$ cat config.mk
export PLATFORM = sky130hd
export DESIGN_NAME = serial_frame_tx
export DESIGN_NICKNAME = d
export VERILOG_FILES = /design/src/rtl/ser_pkg.sv /design/src/rtl/serial_frame_tx.sv
export SDC_FILE = /design/constraint.sdc
export NUM_CORES = 1
export LEC_CHECK = 0
export CAP_MARGIN = 20
export CORE_ASPECT_RATIO = 0.9
export CORE_MARGIN = 5
export CORE_UTILIZATION = 30
export DETAILED_ROUTE_END_ITERATION = 16
export SYNTH_ARGS = -nofsm -noshare
export SYNTH_HDL_FRONTEND = slang
export SYNTH_SLANG_ARGS = --single-unit
$ cat constraint.sdc
create_clock -name clk -period 2.4 [get_ports clk]
set_input_delay 0.48 -clock clk [delete_from_list [all_inputs] [get_ports clk]]
set_output_delay 0.48 -clock clk [all_outputs]
set_load 0.02 [all_outputs]
$ cat src/rtl/ser_pkg.sv
// Shared types and line levels for the serial frame transmitter.
package ser_pkg;

    typedef enum logic [2:0] {
        IDLE,
        START,
        DATA,
        PARITY,
        STOP
    } ser_state_t;

    localparam logic LINE_IDLE  = 1'b0;
    localparam logic LINE_START = 1'b1;
    localparam logic LINE_STOP  = 1'b0;

endpackage

$ cat src/rtl/serial_frame_tx.sv
// Parallel-in/serial-out framer: start bit, data MSB-first, optional even parity, stop bit.
// Line outputs are registered copies of the current state's decode, so a word
// accepted at edge T shows its start bit on x_o from edge T+1.
module serial_frame_tx
    import ser_pkg::*;
#(
    parameter int unsigned DATA_W    = 4,
    parameter bit          PARITY_EN = 1'b1
) (
    input  logic              clk,
    input  logic              reset,
    input  logic [DATA_W-1:0] data_i,
    input  logic              valid_i,
    output logic              ready_o,
    output logic              x_o,
    output logic              busy_o,
    output logic              done_o
);

    localparam int unsigned CNT_W = (DATA_W > 1) ? $clog2(DATA_W) : 1;

    ser_state_t         r_state;
    logic [CNT_W-1:0]   r_cnt;
    logic [DATA_W-1:0]  r_hold;
    logic               r_x;
    logic               r_busy;
    logic               r_done;
    logic               r_ready;

    ser_state_t         w_state_nxt;
    logic [CNT_W-1:0]   w_cnt_nxt;
    logic [DATA_W-1:0]  w_hold_nxt;
    logic               w_x_nxt;
    logic               w_busy_nxt;
    logic               w_done_nxt;
    logic               w_ready_nxt;
    logic               w_xfer;

    assign w_xfer = valid_i && r_ready;

    // Next-state, counter/hold update and per-state line decode.
    always_comb begin
        w_state_nxt = r_state;
        w_cnt_nxt   = r_cnt;
        w_hold_nxt  = r_hold;
        w_x_nxt     = LINE_IDLE;
        w_busy_nxt  = 1'b0;
        w_done_nxt  = 1'b0;

        case (r_state)
            IDLE: begin
                w_x_nxt = LINE_IDLE;
                if (w_xfer) begin
                    w_state_nxt = START;
                    w_hold_nxt  = data_i;
                end
            end
            START: begin
                w_x_nxt     = LINE_START;
                w_busy_nxt  = 1'b1;
                w_cnt_nxt   = CNT_W'(DATA_W - 1);
                w_state_nxt = DATA;
            end
            DATA: begin
                w_x_nxt    = r_hold[r_cnt];
                w_busy_nxt = 1'b1;
                if (r_cnt == '0) begin
                    w_state_nxt = PARITY_EN ? PARITY : STOP;
                end else begin
                    w_cnt_nxt = r_cnt - CNT_W'(1);
                end
            end
            PARITY: begin
                w_x_nxt     = ^r_hold;
                w_busy_nxt  = 1'b1;
                w_state_nxt = STOP;
            end
            STOP: begin
                w_x_nxt    = LINE_STOP;
                w_busy_nxt = 1'b1;
                w_done_nxt = 1'b1;
                if (w_xfer) begin
                    w_state_nxt = START;
                    w_hold_nxt  = data_i;
                end else begin
                    w_state_nxt = IDLE;
                end
            end
            default: begin
                w_state_nxt = IDLE;
            end
        endcase

        w_ready_nxt = (w_state_nxt == IDLE) || (w_state_nxt == STOP);
    end

    // State, counter, hold register and output flops.
    always_ff @(posedge clk) begin
        if (reset) begin
            r_state <= IDLE;
            r_cnt   <= '0;
            r_hold  <= '0;
            r_x     <= LINE_IDLE;
            r_busy  <= 1'b0;
            r_done  <= 1'b0;
            r_ready <= 1'b1;
        end else begin
            r_state <= w_state_nxt;
            r_cnt   <= w_cnt_nxt;
            r_hold  <= w_hold_nxt;
            r_x     <= w_x_nxt;
            r_busy  <= w_busy_nxt;
            r_done  <= w_done_nxt;
            r_ready <= w_ready_nxt;
        end
    end

    assign x_o     = r_x;
    assign busy_o  = r_busy;
    assign done_o  = r_done;
    assign ready_o = r_ready;

endmodule
==> metrics.md, run 1 <==
| Metric | Value |
|---|---|
| Most frequent cell after synthesis | dfxtp_1 |
| Crit-path slowest cell | clkdlybuf4s50_1 |
| Vias in the first global route | roughly 430 |
| Worst Path Arrival | ~1200 ps |
| Setup CP Type | reg2out |
| Placement Setup Slack | 681.0 ps |
| Die width | about 58 microns |
| Syn Nets | approximately 70 |
| Tcrit/Tclk final | a little over two thirds |
| First drt pass iteration count | 4 |
| WL final | around 1100 microns |
| Initial antenna violation count | 0 |
| # DRC | 0 |
| Worst Path Required | 1920 ps |
| Vias post-DR | 454 |
| Post-CTS sizing | 0 |
| Status | completed |
| Warnings, synthesis | 0 |
| Share of layout cells above drive strength 1 | about a tenth |
| CORE AREA | 0.001933 sq mm |
| Mapped Area | roughly 600 sq um |
| Final min period | between 1500 and 2000 ps |
| Sequential fraction of the synthesis area | a little over two fifths |
| Post-synth top flop | dfxtp_1 |
| Finished layout cell area | approximately 730 sq um |
| Async SR Flop Fraction | 0% |
| Dpl cell area | approximately 700 sq um |
| Hpwl dp | between 700 and 800 microns |
| Final setup fails | 0 |
| RSZ-0062 raised after global routing | false |
| Worst path bufs/invs | 1 |
| CTS clk-pin slew, worst paths | roughly 80 ps |
| FF/Latch Area | 260.3 sq um |
| Vias/cell | around 4.7 |
| Post-synth top cells | dfxtp_1, nor2_1, inv_1, mux2i_1 |
| Filler cells | between 200 and 250 |
| Port buffer count | 10 |
| Hold Vio Cnt, Final | 0 |
| CP max stage delay | roughly 600 ps |
| P_sw | about 250 uW |
| Setup TNS | 0 ps |
| Startpoint types | register |
| Post-synth top area share | 42.62% |
| CTS root buf | clkbuf_4 |
| Hold/Removal Path Class | reg2reg |
| Critical Path Sink Type | primary output |
| Post-synth EDFFs | 0 |
| Hold-fix buffers, CTS | 0 |
| Power Internal | between 400 and 500 uW |
| Postcts setup bufs | 0 |
| Reg power frac | about 45% |
| Cell taking the most area after synthesis | dfxtp_1 |
| CTS tree | yes |
| Clock sink count | 13 |
| Clock Path Buffers | 2 |
| P per Cell Area | ~1000 mW/mm^2 |
| First-pass GRT wire length | approximately 1800 microns |
| Starting Density | about a third |
| Worst-margin pin slew | roughly 470 ps |
| Area growth syn-to-layout | 19.47% |
| Post-Syn Instances | 63 |
| Combinational share of power | 36.6% |
| Pin count of the biggest net entering global routing | 14 |
| Detailed Route Iter0 Violations | 6 |
| Die Area | 0.003039 sq mm |
| Slew HR | between 60% and 70% |
| Top Family by Delay on Critical Path | buffers and inverters |
| Final Skew | 0.7579 ps |
| Static leakage | approximately 0.00028 uW |
| Nets | 81 |
| Clock share of power | between 10% and 20% |
| Final Max Tran Viols | 0 |
| Max-cap violations | 0 |
| CP max FO | 2 |
| Global-route usage over all layers | 7.752% |
| DRT antenna net count | 0 |
| Die Y | between 50 and 60 microns |
| Worst VDD drop | about 370 uV |
| Top post-synthesis cells by area | dfxtp_1, mux2i_1, nor2_1 |
| Mean Syn Cell Area | between 9 and 10 sq um |
| CTS HTree Levels | 1 |
| Clock Latency Late Sink | approximately 270 ps |
| IO Count | 11 |
| Antenna Cells | 0 |
| Number of synthesized register bits | 13 |
| Area of the multi-input gates | roughly 290 sq um |
| Post-synthesis cell type count | 24 |
| Site Rows | 15 |
| Sw frac | between 30% and 40% |
| Worst path cell trace | clkdlybuf4s50_1 |
| Grt total ovfl | 0 |
| Final GP Congestion | ~0.75 |
| Avg WL per Cell | roughly 11 microns |
| PnR worst setup slack | about 700 ps |
| Inserted Clock Buffers | 3 |
| FMAX | between 0.5 and 0.6 GHz |
cell type report:
type / count / area share, %
Sequential cell: 13 / 35.68
Tap cell: 25 / 4.288
Clock buffer: 4 / 3.602
Timing Repair Buffer: 10 / 13.72
Inverter: 5 / 2.573
Multi-Input combinational cell: 40 / 40.14
routing by layer:
| metal | wire [microns] | track usage [%] | vias up | share of wire, % |
|---|---|---|---|---|
| met5 | 0 | 0 | - | 0 |
| met4 | 0 | 1.158 | 0 | 0 |
| met3 | 79 | 4.433 | 0 | 7.5 |
| met2 | 479 | 12.97 | 12 | 45 |
| met1 | 496 | 8.728 | 214 | 47 |
| li1 | - | - | 228 | - |
per-stage QoR:
| step | hold WS [ps] | cells | utilization [%] | total power, uW |
|---|---|---|---|---|
| 2_1_floorplan | 470.3 | 63 | - | 539.8 |
| 3_3_place_gp | 499.9 | 93 | 36.38 | 578.3 |
| 3_5_place_dp | 515.3 | 93 | 36.38 | 586.5 |
| 4_1_cts | 533.3 | 97 | 37.73 | 725.3 |
| 5_1_grt | 548.0 | 97 | 37.73 | 767.4 |
| 6_report | 520.6 | 97 | 37.73 | 713.0 |
state kept, by name, summed over array words and instances, names as in the netlist:
signal and flops:
x_o 1, busy_o 1, r_cnt 2, r_state 3, ready_o 1, r_hold 4, done_o 1
power by group through the flow:
stage | clock (uW) | combinational, uW | sequential (uW)
CTS | 141 | 265 | 319
floorplan | 0 | 232 | 308
detailed placement | 0 | 263 | 323
finish | 135 | 261 | 317
global placement | 0 | 256 | 323
global route | 149 | 291 | 327
cells in the final DEF, fill, tap and decap left out, types with 2 or more instances in the layout:
cell             synthesis  final
inv_1                    5      5
clkdlybuf4s50_1          0     10
xor2_1                   2      2
xnor2_1                  3      3
dfxtp_1                 13     13
nor2_1                  11     11
o21a_1                   2      2
mux2i_1                  5      5
clkbuf_4                 0      3
a31oi_1                  3      3
o21ai_0                  3      3
cell families after synthesis:
group | after synthesis | synth area share (%)
AND/OR/NAND/NOR | 18 | 15.58
flip-flops | 13 | 42.62
AO/OA/AOI/OAI | 10 | 11.27
buffers and inverters | 10 | 9.425
multiplexers | 6 | 11.89
XOR/XNOR | 5 | 7.173
adder cells (fa/ha/maj) | 1 | 2.049
path summary, 6_finish.rpt:
| check | from | endpoint | slack (ps) | depth (start not counted) |
|---|---|---|---|---|
| hold / removal | r_cnt[1] | r_cnt[1] | 520 | 1 |
| hold reg to reg | r_cnt[1] | r_cnt[1] | 520 | 1 |
| setup reg to reg | r_state[1] | r_hold[0] | 1000 | 4 |
| setup / recovery | ready_o | ready_o | 720 | 1 |
Power figures use the tool's default switching activity.
==> run 2, diff against run 1 <==
Clock period 2.4 ns to 1.4 ns, I/O delays scaled along.
==> metrics.md, run 2 (synthesized netlist as in run 1, its figures left out) <==
| Metric | Value |
|---|---|
| Antenna Cells | 0 (unchanged) |
| Clock Latency Late Sink | 270 ps (about the same) |
| CP max FO | 5 (+3) |
| Vias in the first global route | 435 (+0.23%) |
| Reg power frac | 41.2% (-3.3 points) |
| Area growth syn-to-layout | 26.23% |
| Detailed Route Iter0 Violations | 5 (-1) |
| RR Startpoint | r_state[1] |
| Combinational share of power | 41.0% (+4.4 points) |
| Hold path start | r_cnt[1] |
| CTS tree | yes |
| FMAX | 0.8205 GHz |
| P per Cell Area | 1623 mW/mm^2 (+66%) |
| CORE AREA | 0.001933 sq mm (unchanged) |
| Global-route usage over all layers | 7.975% (+0.22 points) |
| Util after Layout | 39.87% (+2.1 points) |
| Most common cell after layout, fill and taps aside | dfxtp_1 |
| Static leakage | 0.0003227 uW (+16%) |
| Hold Vio Cnt, Final | 0 (unchanged) |
| Hpwl dp | 836.8 microns (+6.9%) |
| Most frequent cells in the layout | dfxtp_1, nor2_1, clkdlybuf4s50_1, buf_4 |
| Worst Path Required | 1550 ps (-370 ps) |
| Final GP Congestion | 0.7329 (-1.9%) |
| Worst Path Arrival | 1370 ps (+170 ps) |
| Die width | 57.56 microns (unchanged) |
| Starting Density | 31.59% (unchanged) |
| Die Area | 0.003039 sq mm (unchanged) |
| Initial antenna violation count | 0 (unchanged) |
| Final Skew | 6.964 ps (+6.206 ps) |
| Die Y | 52.80 microns (unchanged) |
| Hold/Removal Path Class | reg2reg |
| # DRC | 0 (unchanged) |
| R2R depth | 5 (+1) |
| Slew HR | 77.83% (+9.5 points) |
| CTS clk-pin slew, worst paths | 80 ps (about the same) |
| First drt pass iteration count | 4 (unchanged) |
| Hold-fix buffers, CTS | 0 (unchanged) |
| Share of layout cells above drive strength 1 | 17.95% (+8.2 points) |
| Pin count of the biggest net entering global routing | 10 (-4) |
| Largest register FFs | 4 (unchanged) |
| WHS Endpoint | r_cnt[1] |
| Clock sink count | 13 (unchanged) |
| Grt total ovfl | 0 (unchanged) |
| P_sw | 431.2 uW (+71%) |
| Sw frac | 34.47% (-0.84 points) |
| Status | completed |
| Worst-margin pin slew | 331.6 ps (-142.7 ps) |
| Final Max Tran Viols | 0 (unchanged) |
| CTS root buf | clkbuf_4 |
| Final min period | around 1200 ps |
| Hold Path Depth | 1 (unchanged) |
| Clock share of power | 17.8% (-1.1 points) |
| Vias/cell | 4.553 (-2.7%) |
| Worst path cell trace | nor2_4, and3_1, buf_4, a31oi_1, nor2_1 |
| Max-cap violations | 0 (unchanged) |
| Final setup fails | 0 (unchanged) |
| CP max stage delay | 420 ps (-180 ps) |
| Crit-path slowest cell | dfxtp_1 |
| First-pass GRT wire length | 1835 microns (+2.7%) |
| Startpoint types | register |
| Dpl cell area | 748.2 sq um (+6.4%) |
| Critical Path Sink Type | register |
| Avg WL per Cell | 10.20 microns (-6.2%) |
| Worst VDD drop | 557.7 uV (+51%) |
| RR Endpoint | r_state[0] |
| Site Rows | 15 (unchanged) |
| Setup CP Type | reg2reg |
| Clock Path Buffers | 2 (unchanged) |
| Power Internal | 819.6 uW (+78%) |
| DRT antenna net count | 0 (unchanged) |
| IO Count | 11 (unchanged) |
| Inserted Clock Buffers | 3 (unchanged) |
| Pwr Total | 1251 uW (+75%) |
| Biggest register | r_hold |
| R2R Setup Slk | 180 ps (-820 ps) |
| Nets | 87 (+7.4%) |
| WL final | 1051 microns (-0.38%) |
| CTS HTree Levels | 1 (unchanged) |
| Finished layout cell area | 770.7 sq um (+5.7%) |
| Top Registers | r_hold: 4 flops, r_state: 3 flops, r_cnt: 2 flops |
| Tcrit/Tclk final | between 80% and 90% |
| Port buffer count | 10 (unchanged) |
| Postcts setup bufs | 0 (unchanged) |
| RSZ-0062 raised after global routing | false |
| Vias post-DR | 469 (+3.3%) |
run 2: power groups by stage:
stage / combinational, uW / clock, uW / sequential, uW
after CTS: 516 / 239 / 515
final: 513 / 222 / 516
after global placement: 521 / 0 / 522
after floorplan: 398 / 0 / 528
after detailed placement: 529 / 0 / 525
after global routing: 570 / 258 / 532
run 2: timing repair:
| item | 4_1_cts | 5_1_grt |
|---|---|---|
| gates cloned | 0 | 0 |
| gates resized for setup | 4 | 1 |
| setup endpoints to repair | 4 | 1 |
| hold endpoints to repair | 0 | 0 |
run 2: through the flow:
stage                     cells  worst slack [ps]  hold WS, ps  TNS, ps
after floorplan              63             257.3        351.7        0
after global placement       99            -33.17        492.2   -126.2
after detailed placement     99            -52.90        493.7   -159.1
after CTS                   103             126.5        513.9        0
after global routing        103             29.64        568.6        0
final                       103             181.2        510.9        0
run 2: critical path, delay by kind of cell (launching register included):
kind                   cells  cell delay (ps)
flip-flops                 1              420
AO/OA/AOI/OAI              1              130
buffers and inverters      1              170
AND/OR/NAND/NOR            3              380
run 2: cell type report:
cell class / count / area [sq um]
tap: 25 / 31.28
sequential: 13 / 261.5
clock buffer: 4 / 26.28
multi-input combinational: 40 / 292.8
fill: 194 / 1162
inverter: 5 / 18.77
timing repair buffer: 16 / 140.1
run 2: worst max path at each step:
stage	start	cells after the start	endpoint
after global placement	valid_i	4	r_hold[0]
after global routing	r_cnt[0]	6	r_cnt[0]
after floorplan	r_cnt[0]	3	x_o
after CTS	r_cnt[0]	6	r_cnt[0]
after detailed placement	valid_i	4	r_hold[3]
final	r_state[1]	5	r_state[0]
run 2: layer usage:
layer | share of wire [%] | track usage [%]
met1 | 45 | 8.321
met5 | 0 | 0
met3 | 8.9 | 5.172
met2 | 45 | 13.72
met4 | 0.76 | 1.158
==> run 3, diff against run 2 <==
--- a/config.mk
+++ b/config.mk
@@ -11,4 +11,5 @@
 export CORE_UTILIZATION = 30
 export DETAILED_ROUTE_END_ITERATION = 16
+export MAX_ROUTING_LAYER = met4
 export SYNTH_ARGS = -nofsm -noshare
 export SYNTH_HDL_FRONTEND = slang
==> constraint.sdc (replaced) <==
create_clock -name clk -period 1.4 [get_ports clk]
set_input_delay 0.35 -clock clk [delete_from_list [all_inputs] [get_ports clk]]
set_output_delay 0.35 -clock clk [all_outputs]
set_load 0.02 [all_outputs]
==> metrics.md, run 3 (synthesized netlist as in run 1, its figures left out) <==
| Metric | Value |
|---|---|
| Reg power frac | 41.9% (+0.7 points) |
| Initial antenna violation count | 0 (unchanged) |
| Area of the multi-input gates | 292.8 sq um (unchanged) |
| Worst VDD drop | 628.6 uV (+13%) |
| Worst Path Required | 1610 ps (+60 ps) |
| Vias in the first global route | 403 (-7.4%) |
| Setup CP Type | reg2reg |
| Combinational share of power | 39.8% (-1.2 points) |
| CP max FO | 4 (-1) |
| FF/Latch Area | 260.3 sq um (-0.48%) |
| Global-route usage over all layers | 8.568% (+0.59 points) |
| Clock Latency Late Sink | 270 ps (about the same) |
| Final min period | 1275 ps (+56.11 ps) |
| Filler cells | 209 (+7.7%) |
| Hold-fix buffers, CTS | 0 (unchanged) |
| Clock Path Buffers | 2 (unchanged) |
| Sw frac | 34.64% (+0.17 points) |
| WL final | 1068 microns (+1.6%) |
| Pwr Total | 1234 uW (-1.4%) |
| Nets | 85 (-2.3%) |
| P_sw | 427.4 uW (-0.87%) |
| Power Internal | 806.4 uW (-1.6%) |
| Die Y | 52.80 microns (unchanged) |
| Site Rows | 15 (unchanged) |
| Vias/cell | 4.535 (-0.41%) |
| Port buffer count | 10 (unchanged) |
| Share of layout cells above drive strength 1 | 14.47% (-3.5 points) |
| FMAX | 0.7844 GHz (-4.4%) |
| CTS HTree Levels | 1 (unchanged) |
| Clock sink count | 13 (unchanged) |
| CTS tree | yes |
| CTS root buf | clkbuf_4 |
| Hpwl dp | 812.4 microns (-2.9%) |
| Die Area | 0.003039 sq mm (unchanged) |
| Antenna Cells | 0 (unchanged) |
| Die width | 57.56 microns (unchanged) |
| Static leakage | 0.0003116 uW (-3.4%) |
| Inserted Clock Buffers | 3 (unchanged) |
| Largest register FFs | 4 (unchanged) |
| RSZ-0062 raised after global routing | false |
| Top Registers | r_hold: 4 flops, r_state: 3 flops, r_cnt: 2 flops |
| Post-CTS sizing | 4 (unchanged) |
| Biggest register | r_hold |
| Critical Path Sink Type | register |
| Grt total ovfl | 0 (unchanged) |
| Most common cell after layout, fill and taps aside | dfxtp_1 |
| Worst Path Arrival | 1480 ps (+110 ps) |
| First-pass GRT wire length | 1807 microns (-1.5%) |
| Area growth syn-to-layout | 23.57% |
| Worst-margin pin slew | 338.3 ps (+6.678 ps) |
| Detailed Route Iter0 Violations | 3 (-2) |
| Startpoint types | register |
| Most frequent cells in the layout | dfxtp_1, nor2_1, clkdlybuf4s50_1 |
| Hold Vio Cnt, Final | 0 (unchanged) |
| Max-cap violations | 0 (unchanged) |
| # DRC | 0 (unchanged) |
| Tcrit/Tclk final | 91.07% (+4.0 points) |
| P per Cell Area | 1635 mW/mm^2 (+0.77%) |
| First drt pass iteration count | 3 (-1) |
| Final GP Congestion | 0.7470 (+1.9%) |
| Pin count of the biggest net entering global routing | 10 (unchanged) |
| Dpl cell area | 733.2 sq um (-2.0%) |
| Avg WL per Cell | 10.57 microns (+3.6%) |
| Postcts setup bufs | 0 (unchanged) |
| Finished layout cell area | 754.5 sq um (-2.1%) |
| IO Count | 11 (unchanged) |
| Final setup fails | 0 (unchanged) |
| CTS clk-pin slew, worst paths | 70 ps (about the same) |
| Status | completed |
| DRT antenna net count | 0 (unchanged) |
| Hold/Removal Path Class | reg2reg |
| Clock share of power | 18.3% (+0.5 points) |
| CORE AREA | 0.001933 sq mm (unchanged) |
| Starting Density | 31.59% (unchanged) |
| Final Max Tran Viols | 0 (unchanged) |
| Final Skew | 1.538 ps (-5.425 ps) |
| Slew HR | 77.42% (-0.41 points) |
| Vias post-DR | 458 (-2.3%) |
## run 3: changes by cell type in the layout (fill, tap and decap cells not counted), sizes merged
cell / delta
buf: -2
## run 3: area by class of cell
| cell class | count | area share (%) |
|---|---|---|
| multi-input combinational | 40 | 38.81 |
| sequential | 13 | 34.49 |
| timing repair buffer | 14 | 16.58 |
| inverter | 5 | 2.488 |
| clock buffer | 4 | 3.483 |
| tap | 25 | 4.146 |
## run 3: per-stage QoR
| stage | worst slack [ps] | TNS, ps | util, % | std cells | hold WS (ps) |
|---|---|---|---|---|---|
| finish | 125.1 | 0 | 39.03 | 101 | 502.0 |
| floorplan | 257.3 | 0 | - | 63 | 421.7 |
| CTS | 112.0 | 0 | 39.03 | 101 | 511.2 |
| global route | 2.166 | 0 | 39.03 | 101 | 561.7 |
| detailed placement | -127.0 | -652.2 | 37.93 | 97 | 493.0 |
| global placement | -102.6 | -537.6 | 37.93 | 97 | 491.8 |
## run 3: per-layer routing
layer	global-route usage, %	part of all wire [%]
met5	-	0
met4	4.633	2.2
met3	5.419	7.9
met2	11.47	44
met1	9.677	46
## run 3: power groups by stage
stage               logic [uW]  clock network [uW]  registers (uW)
floorplan                  398                   0             528
global placement           504                   0             526
detailed placement         512                   0             528
CTS                        499                 242             518
global route               554                 257             534
finish                     491                 226             517
## run 3: worst paths after layout
check	from	endpoint	slack (ps)	depth (start not counted)
min	r_cnt[1]	r_cnt[1]	500	1
max	r_cnt[0]	r_cnt[0]	130	6
min reg2reg	r_cnt[1]	r_cnt[1]	500	1
max reg2reg	r_cnt[0]	r_cnt[0]	130	6
## run 3: worst max-delay path: stages (launching register included)
cell     delay (ps)
dfxtp_1         400
inv_1            80
ha_1            240
o21a_1          170
o21ai_0         120
o21ai_0         100
nor2_1           90
